**config.mk**
```make
export PLATFORM = sky130hd
export DESIGN_NAME = decimal_entry_interface
export DESIGN_NICKNAME = d
export VERILOG_FILES = /design/src/rtl/mips_io_pkg.sv /design/src/rtl/decimal_entry_interface_key_sync_edge.sv /design/src/rtl/decimal_entry_interface.sv
export SDC_FILE = /design/constraint.sdc
export NUM_CORES = 1
export LEC_CHECK = 0
export CAP_MARGIN = 10
export CORE_ASPECT_RATIO = 0.7
export CORE_MARGIN = 1.5
export CORE_UTILIZATION = 40
export CTS_BUF_LIST = sky130_fd_sc_hd__clkbuf_16
export CTS_CLUSTER_SIZE = 10
export DETAILED_ROUTE_END_ITERATION = 7
export GPL_ROUTABILITY_DRIVEN = 0
export GPL_TIMING_DRIVEN = 0
export SLEW_MARGIN = 20
export SYNTH_ARGS = -nofsm -noshare
export SYNTH_HDL_FRONTEND = slang
export SYNTH_HIERARCHICAL = 1
export SYNTH_SLANG_ARGS = --single-unit
export TNS_END_PERCENT = 100
```
**constraint.sdc**
```tcl
create_clock -name Clk -period 11.1 [get_ports Clk]
set_input_delay 2.22 -clock Clk [delete_from_list [all_inputs] [get_ports Clk]]
set_output_delay 2.22 -clock Clk [all_outputs]
set_load 0.01 [all_outputs]
```
**src/rtl/mips_io_pkg.sv**
```systemverilog
// Shared constants and FSM state encoding for the MIPS board I/O blocks.
package mips_io_pkg;

  typedef logic [1:0] state_t;

  localparam state_t ENTRY   = 2'd0;
  localparam state_t CONVERT = 2'd1;
  localparam state_t DONE    = 2'd2;

  localparam int NUM_DIGITS = 8;
  localparam int BCD_W      = 4;
  localparam int DIGIT_MAX  = 9;

endpackage

```
**src/rtl/decimal_entry_interface_key_sync_edge.sv**
```systemverilog
// Strobe conditioner: 2-flop synchroniser, optional debounce filter and registered rising-edge pulse.
// Debounce is compiled in only when KEY_DEBOUNCE_EN is defined.
module key_sync_edge #(
  parameter int DEBOUNCE_CYCLES = 50000
) (
  input  logic clk,
  input  logic rst,
  input  logic raw,
  output logic pulse
);

  logic sync1_q, sync1_d;
  logic sync2_q, sync2_d;
  logic prev_q, prev_d;
  logic pulse_q, pulse_d;
  logic level;

`ifdef KEY_DEBOUNCE_EN
  localparam int CW = $clog2(DEBOUNCE_CYCLES + 1);

  logic          filt_q, filt_d;
  logic [CW-1:0] cnt_q, cnt_d;

  // The filtered level follows the raw level only after a full run of disagreeing cycles.
  always_comb begin
    filt_d = filt_q;
    cnt_d  = '0;
    if (sync2_q != filt_q) begin
      if (cnt_q == CW'(DEBOUNCE_CYCLES - 1)) filt_d = sync2_q;
      else                                    cnt_d  = cnt_q + 1'b1;
    end
  end

  always_ff @(posedge clk or posedge rst) begin
    if (rst) begin
      filt_q <= 1'b0;
      cnt_q  <= '0;
    end else begin
      filt_q <= filt_d;
      cnt_q  <= cnt_d;
    end
  end

  assign level = filt_q;
`else
  logic debounce_unused;
  assign debounce_unused = (DEBOUNCE_CYCLES != 0);
  assign level           = sync2_q;
`endif

  always_comb begin
    sync1_d = raw;
    sync2_d = sync1_q;
    prev_d  = level;
    pulse_d = level & ~prev_q;
  end

  always_ff @(posedge clk or posedge rst) begin
    if (rst) begin
      sync1_q <= 1'b0;
      sync2_q <= 1'b0;
      prev_q  <= 1'b0;
      pulse_q <= 1'b0;
    end else begin
      sync1_q <= sync1_d;
      sync2_q <= sync2_d;
      prev_q  <= prev_d;
      pulse_q <= pulse_d;
    end
  end

  assign pulse = pulse_q;

endmodule

```
**src/rtl/decimal_entry_interface.sv**
```systemverilog
// Keypad decimal entry: collects up to NUM_DIGITS BCD digits and converts them to binary
// with a one-digit-per-cycle multiply-by-10 accumulator. Debounce option: KEY_DEBOUNCE_EN.
module decimal_entry_interface #(
  parameter int DEBOUNCE_CYCLES = 50000,
  parameter int NUM_DIGITS      = mips_io_pkg::NUM_DIGITS
) (
  input  logic        Clk,
  input  logic        Reset,
  input  logic [3:0]  KeyDigit,
  input  logic        KeyPress,
  input  logic        KeyEnter,
  input  logic        KeyClear,
  output logic [31:0] EntryBcd,
  output logic [3:0]  DigitCount,
  output logic        Overflow,
  output logic [31:0] Value,
  output logic        ValueValid,
  input  logic        ValueAck
);
  import mips_io_pkg::*;

  logic press_pulse, enter_pulse, clear_pulse;

  logic [BCD_W-1:0] digit_s1_q, digit_s1_d;
  logic [BCD_W-1:0] digit_s2_q, digit_s2_d;

  state_t      state_q, state_d;
  logic [31:0] entry_q, entry_d;
  logic [3:0]  count_q, count_d;
  logic        ovf_q, ovf_d;
  logic [31:0] value_q, value_d;
  logic [31:0] acc_q, acc_d;
  logic [2:0]  idx_q, idx_d;

  logic [BCD_W-1:0] cur_digit;
  logic [31:0]      acc_next;

  key_sync_edge #(.DEBOUNCE_CYCLES(DEBOUNCE_CYCLES)) u_press (
    .clk(Clk), .rst(Reset), .raw(KeyPress), .pulse(press_pulse)
  );
  key_sync_edge #(.DEBOUNCE_CYCLES(DEBOUNCE_CYCLES)) u_enter (
    .clk(Clk), .rst(Reset), .raw(KeyEnter), .pulse(enter_pulse)
  );
  key_sync_edge #(.DEBOUNCE_CYCLES(DEBOUNCE_CYCLES)) u_clear (
    .clk(Clk), .rst(Reset), .raw(KeyClear), .pulse(clear_pulse)
  );

  assign cur_digit = entry_q[{idx_q, 2'b00} +: BCD_W];
  assign acc_next  = (acc_q << 3) + (acc_q << 1) + 32'(cur_digit);

  always_comb begin
    digit_s1_d = KeyDigit;
    digit_s2_d = digit_s1_q;
    state_d    = state_q;
    entry_d    = entry_q;
    count_d    = count_q;
    ovf_d      = ovf_q;
    value_d    = value_q;
    acc_d      = acc_q;
    idx_d      = idx_q;

    // Clear wins over everything; Value deliberately keeps the last result.
    if (clear_pulse) begin
      state_d = ENTRY;
      entry_d = '0;
      count_d = '0;
      ovf_d   = 1'b0;
    end else begin
      case (state_q)
        ENTRY: begin
          if (enter_pulse) begin
            acc_d   = '0;
            idx_d   = 3'(NUM_DIGITS - 1);
            state_d = CONVERT;
          end else if (press_pulse && (digit_s2_q <= BCD_W'(DIGIT_MAX))) begin
            if (count_q < 4'(NUM_DIGITS)) begin
              entry_d = {entry_q[31-BCD_W:0], digit_s2_q};
              count_d = count_q + 4'd1;
            end else begin
              ovf_d = 1'b1;
            end
          end
        end
        CONVERT: begin
          acc_d = acc_next;
          if (idx_q == 3'd0) begin
            value_d = acc_next;
            state_d = DONE;
          end else begin
            idx_d = idx_q - 3'd1;
          end
        end
        DONE: begin
          if (ValueAck) begin
            state_d = ENTRY;
            entry_d = '0;
            count_d = '0;
            ovf_d   = 1'b0;
          end
        end
        default: state_d = ENTRY;
      endcase
    end
  end

  always_ff @(posedge Clk or posedge Reset) begin
    if (Reset) begin
      digit_s1_q <= '0;
      digit_s2_q <= '0;
      state_q    <= ENTRY;
      entry_q    <= '0;
      count_q    <= '0;
      ovf_q      <= 1'b0;
      value_q    <= '0;
      acc_q      <= '0;
      idx_q      <= '0;
    end else begin
      digit_s1_q <= digit_s1_d;
      digit_s2_q <= digit_s2_d;
      state_q    <= state_d;
      entry_q    <= entry_d;
      count_q    <= count_d;
      ovf_q      <= ovf_d;
      value_q    <= value_d;
      acc_q      <= acc_d;
      idx_q      <= idx_d;
    end
  end

  assign EntryBcd   = entry_q;
  assign DigitCount = count_q;
  assign Overflow   = ovf_q;
  assign Value      = value_q;
  assign ValueValid = (state_q == DONE);

endmodule
```
==> Word-level counts from Yosys, hierarchy flattened <==
Index checks and enable logic that the tools add are counted.
W data, S select, Z words.
{ "word_totals": {"wordCells": 85, "reg_bits": 125, "output_inout_bits": 70} }
{ "classes": {"order_cmp": 2, "reduce_logical": 11, "eq_ne": 11, "bitwise": 7, "addsub": 4, "n_mux": 28, "n_shift": 1} }
{ "op_table": {"columns": ["op", "count"], "rows": [
  ["$mux W32", 5],
  ["$pmux W32 S2", 1],
  ["$pmux W31 S2", 1],
  ["$add A32 B32 Y32", 1],
  ["$add A32 B4 Y32", 1],
  ["$shiftx A32 B6 Y4", 1],
  ["$mux W31", 1],
  ["$mux W4", 5],
  ["$ne A3 B2 Y1 const B", 5],
  ["$reduce_and A5 Y1", 2],
  ["$reduce_and A3 Y1", 3],
  ["$mux W2", 4],
  ["$pmux W4 S2", 1],
  ["$mux W3", 2],
  ["$ne A3 B1 Y1 const B", 2],
  ["$pmux W2 S3", 1],
  ["$pmux W3 S2", 1],
  ["$mux W1", 5],
  ["$add A4 B1 Y4 const B", 1],
  ["$le A4 B4 Y1 const B", 1],
  ["$lt A4 B4 Y1 const B", 1],
  ["$not A1 Y1", 4],
  ["$reduce_and A4 Y1", 1],
  ["$and A1 B1 Y1", 3],
  ["11 further kinds", 11]
]} }

==> Logic depth before layout (Yosys ltp) <==
Gate-level depths: netlist of the first run.
{ "logic_depth": {"word_depth": 6, "mapped_depth": 14, "mapped_depth_nobuf": 13} }

==> Modules after synthesis <==
The synthesis of the first run kept the hierarchy.
{ "by_module_without_submodules": {"columns": ["mod", "seq_area_each_um2", "n_inst", "cells_per_inst", "area_per_inst_um2"], "rows": [
  ["decimal_entry_interface", 2827.7, 1, 682, 6731.5],
  ["key_sync_edge", 100.1, 3, 6, 117.6]
]} }

==> Worst setup path before layout of the first run <==
OpenSTA, ideal clock, no wires.
{ "synth_timing": {"path_type": "register to register", "start": "register idx_q[0]", "end": "register value_q[24], in the netlist Value[24]", "path_stages_with_launch": 15, "setup_slack_ns": 7.253, "required_ns": 10.975, "arrival_time_ns": 3.722, "period_less_slack_ns": 3.847, "path_buffers": 1, "path_cell_list": "dfrtp_1 > buf_1 > mux4_2 > mux2_2 > ha_1 > ha_1 > inv_1 > fa_1 > nor2b_2 > o2111ai_1 > a31oi_4 > o22ai_2 > o31ai_2 > xor2_1 > mux2_2"} }
{ "synth_between": {"elab_chain_cells": 2, "elab_cells_between_ends": 4} }
{ "synth_rtl": {"columns": ["item", "line_no", "source"], "rows": [
  ["from (decl)", "decimal_entry_interface.sv:33", "logic [2:0] idx_q, idx_d;"],
  ["from (signal assigned)", "decimal_entry_interface.sv:126", "idx_q <= idx_d;"],
  ["$shiftx A32 B6 Y4 / $logic_not A3 Y1 (equally long branches)", "decimal_entry_interface.sv:48, decimal_entry_interface.sv:86", null],
  ["$add A32 B4 Y32 / $reduce_and A3 Y1 (equally long branches)", null, null],
  ["to (signal assigned)", "decimal_entry_interface.sv:124", "value_q <= value_d;"],
  ["to (decl)", "decimal_entry_interface.sv:31", "logic [31:0] value_q, value_d;"]
]} }
Parallel ways exist; a longest one is shown, timed or not.
A chain may end at the register's enable or synchronous reset.

==> Worst setup path in the final report of the first run <==
{ "layout_timing": {"start": "register idx_q[0]", "end": "register value_q[30], in the netlist Value[30]"} }
The elaborated chain is that of the path after synthesis.

==> results of run 1 <==
## cells in the final DEF (no fill, tap or decap), types with 4 or more instances in the layout
cell type	count
a22o_1	21
a21o_1	10
nand4_1	9
ha_1	61
nand2_1	141
clkbuf_16	17
nor2b_1	5
mux2i_1	4
clkdlybuf4s50_1	79
dfrtp_1	125
o31ai_1	4
mux4_2	8
o21a_1	5
buf_2	6
nand2b_1	5
nand3_1	41
mux2_2	12
inv_6	8
xnor2_1	17
xor2_1	10
inv_1	16
a31oi_1	6
nor3_1	6
nor2_1	37
a21oi_1	24
o21ai_0	21
and3_1	5
clkbuf_1	21
## registers in the layout (all words and copies together) (netlist names), 2 cells and up
| signal | flops |
|---|---|
| digit_s2_q | 4 |
| state_q | 2 |
| DigitCount | 4 |
| idx_q | 3 |
| acc_q | 31 |
| Value | 32 |
| EntryBcd | 32 |
| digit_s1_q | 4 |
## critical path, delay by kind of cell, from the launching register on
family                   cells  cell delay (ns)
AND/OR/NAND/NOR              1             0.15
AO/OA/AOI/OAI                4             1.06
adder cells (fa/ha/maj)      3             0.85
flip-flops                   1             0.37
multiplexers                 3             1.21
buffers and inverters        2             0.60
XOR/XNOR                     1             0.13
## kinds of logic after synthesis
logic type	after synthesis
AND/OR/NAND/NOR	272
AO/OA/AOI/OAI	136
flip-flops	125
adder cells (fa/ha/maj)	63
buffers and inverters	50
XOR/XNOR	27
multiplexers	27
## metal layers
layer | up-vias | wire, um | global-route usage, %
met5 | - | 0 | 0
met4 | 0 | 201 | 5.566
met3 | 17 | 1017 | 4.998
met2 | 175 | 7453 | 29.56
met1 | 2775 | 8890 | 29.87
li1 | 2688 | - | -
## cell type report
| class | count | area, um^2 | share of cell area [%] |
|---|---|---|---|
| Buffer | 33 | 155.1 | 1.760 |
| Clock buffer | 17 | 425.4 | 4.825 |
| Clock inverter | 15 | 193.9 | 2.200 |
| Inverter | 17 | 68.82 | 0.7806 |
| Multi-Input combinational cell | 525 | 3737 | 42.39 |
| Sequential cell | 125 | 3128 | 35.48 |
| Tap cell | 231 | 289.0 | 3.278 |
| Timing Repair Buffer | 80 | 818.3 | 9.282 |
## worst max path at each step
stage / start / end / slack [ns] / cells past startpoint
floorplan: Reset / DigitCount[0] / 5.89 / 1
global placement: Reset / acc_q[19] / 4.16 / 2
detailed placement: idx_q[0] / Value[30] / 6.64 / 14
CTS: idx_q[0] / Value[30] / 6.60 / 14
global route: idx_q[0] / Value[30] / 6.37 / 14
finish: idx_q[0] / Value[30] / 6.62 / 14
## power by group through the flow
stage / combinational [W] / clock [W] / sequential (W)
3_3_place_gp: 0.000876 / 0 / 0.000699
4_1_cts: 0.000898 / 0.000603 / 0.000697
6_report: 0.000894 / 0.000591 / 0.000697
3_5_place_dp: 0.000894 / 0 / 0.000702
2_1_floorplan: 0.000541 / 0 / 0.000708
5_1_grt: 0.000993 / 0.000627 / 0.000713
## per-stage QoR
step / setup slack, ns / hold WS [ns] / power (W)
3_5_place_dp: 6.645 / 0.3365 / 0.001595
4_1_cts: 6.601 / 0.3513 / 0.002198
2_1_floorplan: 5.893 / 0.3312 / 0.001250
5_1_grt: 6.375 / 0.3527 / 0.002333
3_3_place_gp: 4.162 / 0.3319 / 0.001575
6_report: 6.619 / 0.3484 / 0.002182
==> key figures, run 1 <==
Placed design
  • Placed inst area: 0.008197 mm^2
  • Cells after DPL: 1011
  • Hpwl dp: 12.98 mm
  • Port Buffers: 79

Routing
  • Vias/cell: 5.422
  • Remaining antenna violation count: 0
  • Starting DRT DRC Count: 483
  • Via count: 5655
  • Drt first pass iters: 5
  • Final WL: 17.56 mm
  • DRC: 0
  • Wire per inst: 16.84 um

Synth
  • Simple-gate area share of the yosys netlist: 17.75%
  • Most frequent cells after synthesis: 141 x nand2_1, 125 x dfrtp_1, 61 x ha_1
  • Synth Area in Compound Gates: 14.68%
  • Post-synthesis area per instance: 10.12 um^2
  • Post-synthesis cell count: 700
  • Yosys reg bits: 125
  • Synth Flop Type: dfrtp_1
  • Largest family of logic cells by synthesized area: simple AND/OR/NAND/NOR gates
  • Share of synthesized registers carrying an async set or reset: 100.0%
  • Seq/Total Area, Yosys: 44.15%
  • Top post-synthesis cells by area: dfrtp_1 44%, ha_1 11%, nand2_1 7.5%
  • Netlist cell types: 77
  • Post-synth EDFFs: 0
  • Multiplexer share of the synthesized area: 5.652%
  • Most common cell in the netlist: nand2_1
  • Xor/xnor share of the synthesized area: 3.338%
  • Cell taking the most area after synthesis: dfrtp_1
  • Syn_nets: 773
  • YS warnings: 6
  • Synth top area share: 44.15%
  • Synth Area in Adders: 11.34%
  • Syn Std Cell Area: 0.007084 mm^2

Hold path
  • Hold Path Stages: 0
  • Hold EP: digit_s2_q[1]
  • Hold crit path type: reg -> reg
  • Hold path start: digit_s1_q[1]

Pwr
  • Clock power frac: 27.1%
  • Psw: 0.0008162 W
  • Pleak: 4.380 nW
  • Power per cell area: 247.5 mW/mm^2
  • Max VDD drop: 0.1451 mV
  • Int Pwr: 0.001365 W
  • Net Sw Frac: 37.41%
  • Seq pwr share: 31.9%
  • Logic pwr share: 41.0%

Floorplan
  • Die area: 0.01853 mm^2
  • Initial Util: 41.03%
  • Die X: 162.1 um
  • Cell Rows: 40
  • IO Pins: 80
  • Core area: 0.01727 mm^2
  • Die span in y: 114.3 um

Run status
  • Outcome: complete, no violations

Clock tree
  • Clk root buf: clkbuf_16
  • Clock slew at reported path FFs: 0.06 ns
  • Post-CTS setup buffers: 0
  • Clock tree buffer depth: 2
  • Post-CTS sizing: 0
  • CTS tree: built
  • Clock Latency Late Sink: 0.42 ns
  • # H-tree levels: 4
  • Hold-fix buffers, CTS: 0
  • CTS buffer count: 17
  • # clock sinks: 125

STA
  • Layout Skew: 0.01251 ns
  • Max-slew headroom: 36.78%
  • Worst slew pin tran: 0.9447 ns
  • Setup_tns: 0 ns
  • RSZ-0062 raised after global routing: false
  • Final setup fails: 0
  • Final period util: 40.37%
  • Final count of hold timing violations: 0
  • Tmin final: 4.481 ns
  • Slew Viols, Final: 0
  • Max Clk Rate: 0.2231 GHz

Worst setup path
  • Path depth of the worst reg2reg path: 14
  • Worst setup SP type: flip-flop
  • Reg2reg setup slack: 6.62 ns
  • Worst Path Max Fanout: 10
  • Crit. End Element: flip-flop
  • Reg2reg end: Value[30]
  • WP data arrival: 4.78 ns
  • CP Class: reg -> reg
  • Worst reg2reg startpoint: idx_q[0]
  • Largest stage delay, worst path: 0.63 ns
  • Crit-path cells: buf_1, mux4_2, mux2_2, ha_1, ha_1, inv_1, fa_1, nor2b_2, o2111ai_1, a31oi_4, a31oi_1, a31oi_1, xor2_1, mux2_2
  • CP max stage cell: mux4_2
  • Req. time, crit path: 11.40 ns

Finish
  • Final instance area: 0.008816 mm^2
  • Layout cell share with drive strength beyond 1: 12.07%
  • Count of filler cells inserted in the layout: 1561
  • Layout area overhead: 24.44%
  • Util after Layout: 51.06%
  • ANT cells: 0
  • Nets: 872
  • Final std cells w/o fill: 1043

Global routing
  • Initial antenna violation count: 0
  • Total GRT Usage: 20.27%
  • Global route overflow: 0
  • Number of global-route vias before repair: 5571
  • Pin count of the biggest net entering global routing: 61
  • First-pass GRT wire length: 29.07 mm

Run
  • Number of max-cap violations: 0
No activity file was read; power rests on OpenSTA's default activity.
==> inputs of run 2 (changes only) <==
clock period = 3.7 ns   (was 11.1 ns; I/O delays follow)
==> key figures, run 2 (synthesis gave the netlist of run 1 again) <==
Clock tree
  • Clock slew at reported path FFs: 0.06 ns
  • CTS tree: built
  • Clock tree buffer depth: 2
  • Clock Latency Late Sink: 0.43 ns
  • CTS buffer count: 17
  • Clk root buf: clkbuf_16
  • # H-tree levels: 4
  • # clock sinks: 125

Worst setup path
  • CP Class: reg -> reg
  • Bufs and invs on worst path: 2
  • CP max stage cell: mux4_2
  • Worst reg2reg startpoint: idx_q[0]
  • Crit-path cells: buf_6, mux4_2, mux2_4, ha_4, ha_4, inv_2, fa_2, nor2b_4, o2111ai_4, a31oi_4, o22ai_4, o31ai_2, xor2_1, mux2_2
  • Reg2reg end: Value[24]
  • CP top delay family: multiplexers
  • Worst Setup EP: Value[24]
  • Req. time, crit path: 4.00 ns
  • Crit. End Element: flip-flop
  • Worst Path Max Fanout: 4
  • Crit path launch: idx_q[0]
  • Worst setup SP type: flip-flop
  • Largest stage delay, worst path: 0.53 ns
  • Crit path depth: 14
  • Path depth of the worst reg2reg path: 14
  • WP data arrival: 4.00 ns
  • Critical Path Most Common Cell: ha_4
  • Reg2reg setup slack: 0.002 ns

Floorplan
  • Die span in y: 114.3 um
  • Die X: 162.1 um
  • Cell Rows: 40
  • IO Pins: 80
  • Core area: 0.01727 mm^2
  • Die area: 0.01853 mm^2
  • Initial Util: 41.03%

STA
  • Worst slew pin tran: 0.8572 ns
  • Hold WS: 0.3496 ns
  • Slew Viols, Final: 0
  • Max Clk Rate: 0.2704 GHz
  • RSZ-0062 raised after global routing: true
  • Layout Skew: 0.01092 ns
  • Tmin final: 3.698 ns
  • Final period util: 99.94%
  • Max-slew headroom: 42.47%
  • Worst setup margin: 0.002162 ns
  • Final setup fails: 0
  • Final count of hold timing violations: 0

Pwr
  • Max VDD drop: 0.2715 mV
  • Pleak: 4.459 nW
  • Power Total: 0.006631 W
  • Power per cell area: 728.0 mW/mm^2

Finish
  • Commonest non-fill, non-tap cell in the layout: nand2_1
  • Util after Layout: 52.75%
  • Commonest non-fill, non-tap cells in the layout: 141 x nand2_1, 124 x dfrtp_1, 79 x clkdlybuf4s50_1
  • Nets: 887
  • ANT cells: 0
  • Layout area overhead: 28.58%
  • Layout cell share with drive strength beyond 1: 15.84%
  • Final std cells w/o fill: 1058

Placed design
  • Cells after DPL: 1013
  • Port Buffers: 79
  • Hpwl dp: 12.81 mm
  • Post-place setup slack: -0.6739 ns

Routing
  • Wire per inst: 16.60 um
  • Vias/cell: 5.374
  • Remaining antenna violation count: 0
  • Drt first pass iters: 5
  • DRC: 0
  • Final WL: 17.57 mm
  • Starting DRT DRC Count: 372
  • Via count: 5686

Run
  • Number of max-cap violations: 0

Run status
  • Outcome: complete, no violations

Global routing
  • Total GRT Usage: 20.52%
  • Initial antenna violation count: 0
  • Pin count of the biggest net entering global routing: 35
  • Global route overflow: 0
  • Number of global-route vias before repair: 5718
  • First-pass GRT wire length: 29.49 mm

Hold path
  • Hold crit path type: reg -> reg
==> run 2: layout make-up <==
class / instances / area (um^2)
clock buffers: 17 / 425.4
inverters: 17 / 67.56
plain buffers: 32 / 158.9
clock inverters: 15 / 175.2
multi-input cells: 525 / 3895
fillers: 1563 / 8158
flip-flops and latches: 125 / 3129
repair buffers: 96 / 968.4
well taps: 231 / 289.0
==> run 2: routing by layer <==
| metal | vias to the layer above | global-route usage (%) | wire length (um) |
|---|---|---|---|
| li1 | 2713 | - | - |
| met3 | 24 | 5.034 | 1057 |
| met4 | 0 | 6.606 | 279 |
| met1 | 2781 | 29.66 | 8655 |
| met5 | - | 0 | 0 |
| met2 | 168 | 30.16 | 7574 |
==> run 2: repair_timing <==
item / CTS / global route
resized for setup: 18 / 13
setup buffers: 11 / 3
cloned: 0 / 0
setup endpoints to repair: 45 / 26
hold buffers: 0 / 0
pin swaps: 13 / 11
==> run 2: how the worst min path moves through the flow <==
stage	startpoint	to	cells past startpoint
floorplan	digit_s1_q[0]	digit_s2_q[0]	0
global placement	u_enter/sync1_q	u_enter/level	0
detailed placement	u_clear/sync1_q	u_clear/level	0
CTS	u_enter/sync1_q	u_enter/level	0
global route	digit_s1_q[2]	digit_s2_q[2]	0
finish	digit_s1_q[1]	digit_s2_q[1]	0
==> run 2: where the power goes <==
group	switching [W]	total, W	internal [W]
registers	0.000341	0.00210	0.00176
logic	0.00147	0.00282	0.00135
clock network	0.000697	0.00171	0.00102
total	0.00250	0.00663	0.00413
==> run 2: stage by stage <==
stage	area (um^2)	TNS (ns)
2_1_floorplan	7089	-0.02478
3_5_place_dp	8229	-13.76
4_1_cts	9006	-0.06445
3_3_place_gp	8169	-11.55
6_report	9109	0
5_1_grt	9109	-0.8288
==> inputs of run 3 (changes only) <==
CORE_ASPECT_RATIO = not set   (was 0.7)
CORE_MARGIN = 5   (was 1.5)
clock period = 4.25 ns   (was 3.7 ns; I/O delays follow)
==> key figures, run 3 (synthesis gave the netlist of run 1 again) <==
Placed design
  • Post-place setup slack: -0.3065 ns
  • Hpwl dp: 13.15 mm
  • Cells after DPL: 1005
  • Port Buffers: 79

Pwr
  • Power per cell area: 642.0 mW/mm^2
  • Pleak: 4.381 nW
  • Net Sw Frac: 36.91%
  • Logic pwr share: 41.6%
  • Psw: 0.002088 W
  • Int Pwr: 0.003569 W
  • Clock power frac: 26.1%
  • Max VDD drop: 0.3261 mV
  • Seq pwr share: 32.3%
  • Power Total: 0.005657 W

Global routing
  • Number of global-route vias before repair: 5825
  • Pin count of the biggest net entering global routing: 75
  • Total GRT Usage: 18.04%
  • Initial antenna violation count: 0
  • First-pass GRT wire length: 29.62 mm
  • Global route overflow: 0

Routing
  • Remaining antenna violation count: 0
  • Vias/cell: 5.382
  • Final WL: 17.59 mm
  • Drt first pass iters: 7
  • Via count: 5587
  • Starting DRT DRC Count: 293
  • Wire per inst: 16.95 um
  • DRC: 0

Worst setup path
  • WP data arrival: 4.29 ns
  • Worst setup SP type: flip-flop
  • CP Class: reg -> reg
  • Req. time, crit path: 4.55 ns
  • Worst Path Max Fanout: 6
  • Crit. End Element: flip-flop

Finish
  • Layout area overhead: 24.39%
  • Area of the multi-input gates: 0.003737 mm^2
  • Nets: 874
  • Util after Layout: 50.77%
  • Count of filler cells inserted in the layout: 1566
  • Commonest non-fill, non-tap cells in the layout: 141 x nand2_1, 123 x dfrtp_1, 79 x clkdlybuf4s50_1
  • Layout cell share with drive strength beyond 1: 12.55%
  • Commonest non-fill, non-tap cell in the layout: nand2_1
  • ANT cells: 0
  • Storage element area: 0.003133 mm^2
  • Final std cells w/o fill: 1038

STA
  • Setup_tns: 0 ns
  • Tmin final: 3.985 ns
  • Final period util: 93.76%
  • Slew Viols, Final: 0
  • Final count of hold timing violations: 0
  • Max Clk Rate: 0.2510 GHz
  • Worst slew pin tran: 0.9635 ns
  • Max-slew headroom: 35.53%
  • Worst setup margin: 0.2653 ns
  • Layout Skew: 0.01557 ns
  • RSZ-0062 raised after global routing: false
  • Final setup fails: 0

Clock tree
  • # H-tree levels: 4
  • CTS buffer count: 17
  • Clock Latency Late Sink: 0.42 ns
  • Clock slew at reported path FFs: 0.06 ns
  • # clock sinks: 125
  • CTS tree: built
  • Clk root buf: clkbuf_16
  • Clock tree buffer depth: 2
  • Hold-fix buffers, CTS: 0

Floorplan
  • Die area: 0.02047 mm^2
  • Die span in y: 143.1 um
  • Core area: 0.01736 mm^2
  • Die X: 143.1 um
  • Cell Rows: 48
  • IO Pins: 80
  • Initial Util: 40.82%

Hold path
  • Hold crit path type: reg -> reg

Run status
  • Outcome: complete, no violations

Run
  • Number of max-cap violations: 0
run 3: layout make-up:
type,count,area share [%]
Buffer,31,1.675
Clock buffer,17,4.827
Clock inverter,14,1.931
Inverter,17,0.7809
Multi-Input combinational cell,525,42.41
Sequential cell,125,35.55
Tap cell,225,3.195
Timing Repair Buffer,84,9.627
run 3: path summary, 6_finish.rpt:
path,startpoint,endpoint,slack (ns),cells past startpoint
setup / recovery,idx_q[1],Value[30],0.27,11
setup reg to reg,idx_q[1],Value[30],0.27,11
hold reg to reg,u_clear/sync1_q,u_clear/level,0.35,0
max in group asynchronous,Reset,idx_q[0],2.65,3
min in group asynchronous,Reset,u_clear/level,0.79,2
hold / removal,u_clear/sync1_q,u_clear/level,0.35,0
run 3: worst max-delay path, cell delays in order, from the launching register on:
cell       delay (ns)
dfrtp_2          0.45
mux4_2           0.54
mux2i_1          0.25
fa_1             0.50
fa_1             0.50
nor2b_2          0.19
o2111ai_1        0.22
a31oi_4          0.29
a31oi_1          0.23
a31oi_1          0.29
xor2_1           0.13
mux2_2           0.27
run 3: power by group through the flow:
stage                     Combinational, W  Clock [W]  Sequential, W
after global placement             0.00231          0        0.00182
after CTS                          0.00233    0.00150        0.00186
after global routing               0.00260    0.00156        0.00188
final                              0.00235    0.00148        0.00183
after detailed placement           0.00237          0        0.00183
after floorplan                    0.00141          0        0.00185
run 3: through the flow:
| step | area (um^2) | hold WS, ns |
|---|---|---|
| floorplan | 7084 | 0.3312 |
| global placement | 8157 | 0.3317 |
| detailed placement | 8189 | 0.3355 |
| CTS | 8780 | 0.3486 |
| global route | 8812 | 0.3561 |
| finish | 8812 | 0.3464 |
run 3: what timing repair did:
action | 4_1_cts | 5_1_grt
setup endpoints to repair | 14 | 6
resized for setup | 2 | 1
buffers inserted | 0 | 4
pin swaps | 0 | 1
run 3: per-layer routing:
layer  vias to the layer above  share of wire, %  GRT usage (%)
li1                       2694                 -              -
met4                         0               1.2          4.252
met3                        19               5.0          5.090
met5                         -                 0              0
met2                       129                50          30.49
met1                      2745                44          23.03
